$ cat src/rtl/model_tick_pkg.sv
// Shared constants, state encoding and half-period helper for the model clock
// run/pause/step controller.
package model_tick_pkg;

   localparam int SHIFT_W = 5;
   localparam int CNT_W   = 16;
   localparam int HALF_W  = 31;

   localparam logic [2:0] OP_NOP   = 3'b000;
   localparam logic [2:0] OP_RUN   = 3'b001;
   localparam logic [2:0] OP_PAUSE = 3'b010;
   localparam logic [2:0] OP_STEP  = 3'b011;
   localparam logic [2:0] OP_SHIFT = 3'b100;
   localparam logic [2:0] OP_CLR   = 3'b101;

   typedef enum logic [1:0] {
      PAUSED = 2'd0,
      RUN    = 2'd1,
      STEP   = 2'd2,
      DRAIN  = 2'd3
   } state_e;

   // Terminal half-period count h-1 with h = 2^(shift-1); shift 0 behaves as 1.
   function automatic logic [HALF_W-1:0] half_max(input logic [SHIFT_W-1:0] shift);
      if (shift <= 5'd1) return '0;
      return (HALF_W'(1) << (shift - 5'd1)) - HALF_W'(1);
   endfunction

endpackage

$ cat src/rtl/model_clk_prescaler.sv
// Square-wave generator: half-period counter with >= terminal compare, toggling
// model_clk and emitting registered rise (tick) and fall pulses.
module model_clk_prescaler
   import model_tick_pkg::*;
(
   input  logic               clk,
   input  logic               rst,
   input  logic [SHIFT_W-1:0] shift_i,
   input  logic               enable_i,
   output logic               model_clk_o,
   output logic               tick_o,
   output logic               fall_o
);

   logic [HALF_W-1:0] cnt_q, cnt_d;
   logic              clk_q, clk_d;
   logic              tick_q, tick_d;
   logic              fall_q, fall_d;
   logic              wrap;

   always_comb begin
      wrap   = (cnt_q >= half_max(shift_i));
      cnt_d  = cnt_q;
      clk_d  = clk_q;
      tick_d = 1'b0;
      fall_d = 1'b0;
      if (!enable_i) begin
         cnt_d = '0;
      end else if (wrap) begin
         // >= lets a shrinking shift toggle immediately instead of wrapping the counter.
         cnt_d  = '0;
         clk_d  = ~clk_q;
         tick_d = ~clk_q;
         fall_d = clk_q;
      end else begin
         cnt_d = cnt_q + 1'b1;
      end
   end

   always_ff @(posedge clk or posedge rst) begin
      if (rst) begin
         cnt_q  <= '0;
         clk_q  <= 1'b0;
         tick_q <= 1'b0;
         fall_q <= 1'b0;
      end else begin
         cnt_q  <= cnt_d;
         clk_q  <= clk_d;
         tick_q <= tick_d;
         fall_q <= fall_d;
      end
   end

   assign model_clk_o = clk_q;
   assign tick_o      = tick_q;
   assign fall_o      = fall_q;

endmodule

$ cat src/rtl/model_tick_ctrl.sv
// Run/pause/single-step controller for the model clock, driven by UART command bytes.
//
// state  | meaning
// PAUSED | model_clk held low, counter cleared
// RUN    | free-running model clock
// STEP   | running until steps_left ticks have been issued
// DRAIN  | finishing the current high phase, then PAUSED
module model_tick_ctrl
   import model_tick_pkg::*;
#(
   parameter int unsigned RESET_SHIFT = 26,
   parameter bit          START_RUN   = 1'b1
)
(
   input  logic               clk,
   input  logic               rst,
   input  logic [7:0]         cmd_data,
   input  logic               cmd_valid,
   output logic               cmd_ready,
   output logic               model_clk,
   output logic               tick,
   output logic [CNT_W-1:0]   tick_count,
   output logic               running,
   output logic [SHIFT_W-1:0] shift
);

   state_e             state_q, state_d;
   logic [5:0]         steps_q, steps_d;
   logic [SHIFT_W-1:0] shift_q, shift_d;
   logic [CNT_W-1:0]   tick_count_q, tick_count_d;
   logic               enable, drain_done, fall;
   logic [2:0]         op;
   logic [4:0]         arg;

   assign op  = cmd_data[7:5];
   assign arg = cmd_data[4:0];

   // In DRAIN only a high phase may keep counting, so no new rise can start.
   assign enable     = (state_q == RUN) || (state_q == STEP) || ((state_q == DRAIN) && model_clk);
   assign drain_done = fall | ~model_clk;

   model_clk_prescaler u_prescaler (
      .clk         (clk),
      .rst         (rst),
      .shift_i     (shift_q),
      .enable_i    (enable),
      .model_clk_o (model_clk),
      .tick_o      (tick),
      .fall_o      (fall)
   );

   always_comb begin
      state_d      = state_q;
      steps_d      = steps_q;
      shift_d      = shift_q;
      tick_count_d = tick_count_q + CNT_W'(tick);
      if (cmd_valid && (op == OP_SHIFT)) shift_d = (arg == 5'd0) ? 5'd1 : arg;
      if (cmd_valid && (op == OP_CLR))   tick_count_d = '0;
      case (state_q)
         PAUSED: begin
            if (cmd_valid && (op == OP_RUN)) begin
               state_d = RUN;
            end else if (cmd_valid && (op == OP_STEP)) begin
               state_d = STEP;
               steps_d = {1'b0, arg} + 6'd1;
            end
         end
         RUN: begin
            if (cmd_valid && (op == OP_PAUSE)) state_d = DRAIN;
         end
         STEP: begin
            if (tick) steps_d = steps_q - 6'd1;
            if (cmd_valid && (op == OP_RUN))        state_d = RUN;
            else if (cmd_valid && (op == OP_PAUSE)) state_d = DRAIN;
            else if (tick && (steps_q == 6'd1))     state_d = DRAIN;
         end
         DRAIN: begin
            if (cmd_valid && (op == OP_RUN)) state_d = RUN;
            else if (drain_done)             state_d = PAUSED;
         end
         default: state_d = PAUSED;
      endcase
   end

   always_ff @(posedge clk or posedge rst) begin
      if (rst) begin
         if (START_RUN) state_q <= RUN;
         else           state_q <= PAUSED;
         steps_q      <= '0;
         shift_q      <= SHIFT_W'(RESET_SHIFT);
         tick_count_q <= '0;
      end else begin
         state_q      <= state_d;
         steps_q      <= steps_d;
         shift_q      <= shift_d;
         tick_count_q <= tick_count_d;
      end
   end

   assign cmd_ready  = 1'b1;
   assign running    = (state_q != PAUSED);
   assign tick_count = tick_count_q;
   assign shift      = shift_q;

endmodule

$ cat config.mk
export PLATFORM = sky130hd
export DESIGN_NAME = model_tick_ctrl
export DESIGN_NICKNAME = d
export VERILOG_FILES = /design/src/rtl/model_tick_pkg.sv /design/src/rtl/model_clk_prescaler.sv /design/src/rtl/model_tick_ctrl.sv
export SDC_FILE = /design/constraint.sdc
export NUM_CORES = 1
export LEC_CHECK = 0
export CAP_MARGIN = 5
export CORE_MARGIN = 1.5
export CORE_UTILIZATION = 58
export DETAILED_ROUTE_END_ITERATION = 6
export DONT_BUFFER_PORTS = 1
export GPL_TIMING_DRIVEN = 0
export PLACE_DENSITY = 0.77
export SYNTH_ARGS = -nofsm -noshare
export SYNTH_HDL_FRONTEND = slang
export SYNTH_SLANG_ARGS = --single-unit
$ cat constraint.sdc
create_clock -name clk -period 4.02 [get_ports clk]
set_input_delay 0.402 -clock clk [delete_from_list [all_inputs] [get_ports clk]]
set_output_delay 0.402 -clock clk [all_outputs]
set_load 0.02 [all_outputs]
==> impl_metrics.yaml <==
run_status:
  status: "completed"
placed_design:
  port_buffers: 0
  dpl.hpwl_mm: 7.58
  pre_cts_ws_ps: -599
  gp_congestion: 0.900
logic_synthesis:
  ys_ff_latch: 63
  synth_top_family_by_area: "simple AND/OR/NAND/NOR gates"
  synth.distinct_cells: 60
  synth_edf_count: 0
  syn_area_per_cell_um2: 8.57
  syn_area_mm2: 0.00455
  synth_compound_area_share_pct: 13.6
  ys.flop_type: "dfrtp_1"
  synthesis.nets: 586
  muxShareOfSynthArea_pct: 1.43
  seq_area_frac_synth_pct: 34.8
  synth_fa_ha_area_share_pct: 12.1
  synthXorXnorAreaFrac_pct: 8.28
  async_flop_share_pct: 100
  postSynthCellCount: 531
  yosysWarnings: 0
  synth_simple_gate_area_share_pct: 25.8
flow_run:
  maxCapViolCount: 0
timing:
  maxSlewViolCount: 0
  max_freq_ghz: 0.259
  layout_setup_ws_ps: 153
  max_slew.worst_pin.slew_ps: 636
  hold_viol_final: 0
  period_needed_ps: 3870
  setup-violations-final: 0
  timing.final.crit_share_pct: 96.2
  clock_skew_ps: 11.4
  max_slew_margin_pct: 57.5
worst_setup_path:
  cp_max_fo: 10
  startpoint: "shift[3]"
  worstSetupPathType: "flop to flop"
  critPathArrivalTime_ps: 4140
  crit_path_end_kind: "flop"
  required_ps: 4290
  r2r-start: "shift[3]"
  cp-start-kind: "flop"
cells_and_area:
  num_antenna_cells: 0
  drive_above_1_share_pct: 13.7
  final_core_util_pct: 65.8
  synthToLayoutAreaGrowth_pct: 10.6
  fillCellCount: 638
  fin_nets: 599
global_routing:
  grt_overflow_total: 0
  grt_first_pass_wirelength_mm: 17.5
  antenna_found_initial: 0
  first_global_vias: 3711
  grt_max_degree: 36
  grt_usage_pct: 26.3
drt:
  routed_wl_mm: 10.4
  drt-vias-per-instance: 5.98
  first_pass_iters: 5
  drcViolationCount: 0
  drt_iter0_drc: 282
  final_antenna_net_count: 0
  wl_per_cell_um: 16.0
  vias: 3893
floorplanning:
  die_area_mm2: 0.00839
  initial_core_util_pct: 59.5
  fp.dieW_um: 91.6
  ios: 36
  core_mm2: 0.00765
  die_y_um: 91.6
  row_count: 32
pwr:
  p_per_area_mw_per_mm2: 505
  peakVddDrop_mv: 0.246
  leakage_nw: 2.25
clock_network:
  cts_tree: "yes"
  cts_made_buffers: 9
  cts.sinks: 63
  clkTransAtPathRegs_ps: 70
  insertion_delay_ps: 350
  clock_tree.root_cell: "clkbuf_8"
  cts.path.max_buffers: 2
  htree_num_levels: 3
worst_hold_path:
  min_path_type: "input port to asynchronous set/reset pin"
==> layout by cell type, fill, tap and decap left out, types with 6 or more instances in the layout <==
cell type / synthesis / layout
o21ai_0: 30 / 30
xnor2_1: 19 / 19
nand4_1: 10 / 10
nor2_2: 12 / 13
inv_1: 21 / 20
clkbuf_8: 0 / 9
nand3_1: 28 / 27
a32oi_1: 7 / 7
a21oi_1: 25 / 25
xor2_1: 24 / 24
or3_1: 6 / 6
nor2b_1: 6 / 6
nor3_1: 10 / 7
nand2b_1: 7 / 6
clkbuf_1: 15 / 11
dfrtp_1: 59 / 59
ha_1: 44 / 43
nand2_1: 61 / 61
nor2_1: 74 / 72
==> repair_timing <==
item,4_1_cts,5_1_grt
setup buffers,0,3
hold buffers,0,0
pin swaps,1,3
setup endpoints to repair,34,32
resized for setup,10,9
hold endpoints to repair,0,0
==> power breakdown <==
part | internal [mW] | switching [mW] | total [mW]
clock | 0.414 | 0.268 | 0.682
sequential | 0.716 | 0.122 | 0.838
combinational | 0.393 | 0.631 | 1.02
==> path summary, 6_finish.rpt <==
check                                   endpoint  slack (ps)  cells past startpoint
max                        u_prescaler.cnt_q[21]         150                     17
min                        u_prescaler.cnt_q[10]          20                      1
max reg2reg                u_prescaler.cnt_q[21]         150                     17
min reg2reg                 u_prescaler.cnt_q[0]         500                      1
max in group asynchronous               shift[1]        3320                      2
min in group clk                        shift[2]         180                      2
==> critical path, cell delays in order (launching register included) <==
cell and delay [ps]:
dfstp_2 410, buf_2 180, or2_4 310, nor2_2 140
nand3_2 150, ha_4 240, nand2b_2 220, nand2b_1 190
o21ai_0 80, a31oi_1 120, ha_1 320, nand3_1 130
o221ai_1 150, a221oi_2 310, o211ai_2 170, a211o_4 390
buf_6 150, nor2_1 120
==> through the flow <==
step / setup TNS (ps) / area [µm²] / hold slack, ps / power (mW) / std cells
floorplan: 0 / 4550 / 459 / 1.59 / 531
global placement: -18440 / 4680 / 482 / 1.78 / 633
detailed placement: -18650 / 4700 / 407 / 1.81 / 634
CTS: 0 / 4990 / 35.1 / 2.52 / 648
global route: -1.40 / 5030 / 65.8 / 2.71 / 651
finish: 0 / 5030 / 17.9 / 2.54 / 651
==> final cells by class <==
cell class / instances / area (µm²) / share of cell area, %
multi-input combinational: 427 / 2860 / 56.8
sequential: 63 / 1580 / 31.4
tap: 102 / 128 / 2.54
clock buffer: 9 / 124 / 2.46
clock inverter: 7 / 121 / 2.41
buffer: 17 / 92.6 / 1.84
inverter: 22 / 86.3 / 1.72
timing repair buffer: 4 / 42.5 / 0.845
==> state kept, by name, summed over array words and instances, names as in the netlist <==
| register | flops |
|---|---|
| tick_count | 16 |
| state_q | 2 |
| steps_q | 6 |
| shift | 5 |
| u_prescaler.model_clk_o | 1 |
| u_prescaler.fall_o | 1 |
| u_prescaler.cnt_q | 31 |
| u_prescaler.tick_o | 1 |
==> cells in the mapped netlist, types with 6 or more instances <==
cell type / instances / area [µm²]
nor2b_1: 6 / 37.5
xor2_1: 24 / 210
nand4_1: 10 / 62.6
clkbuf_1: 15 / 56.3
ha_1: 44 / 551
nor2_1: 74 / 278
nor2_2: 12 / 75.1
nand3_1: 28 / 140
o21ai_0: 30 / 150
nor3_1: 10 / 50.1
or3_1: 6 / 37.5
nand2b_1: 7 / 43.8
dfrtp_1: 59 / 1480
xnor2_1: 19 / 166
a32oi_1: 7 / 61.3
inv_1: 21 / 78.8
a21oi_1: 25 / 125
nand2_1: 61 / 229
==> metal layers <==
metal,wire (µm),global-route usage [%],vias to the layer above,part of all wire [%]
li1,-,-,1882,-
met1,4780,34.5,1859,46
met2,4840,42.2,131,47
met3,561,5.11,21,5.4
met4,222,11.3,0,2.1
met5,0,0,-,0
==> logic make-up (layout without fill, tap and decap cells) <==
logic type,count (synthesis),in the layout
AOI/OAI and AO/OA,94,94
xor gates and xnor gates,43,43
adders and majority gates,44,44
buffers and inverters,41,59
DFF,63,63
muxes,6,6
other,1,1
and+or+nand+nor,239,239
Power figures use the tool's default switching activity.
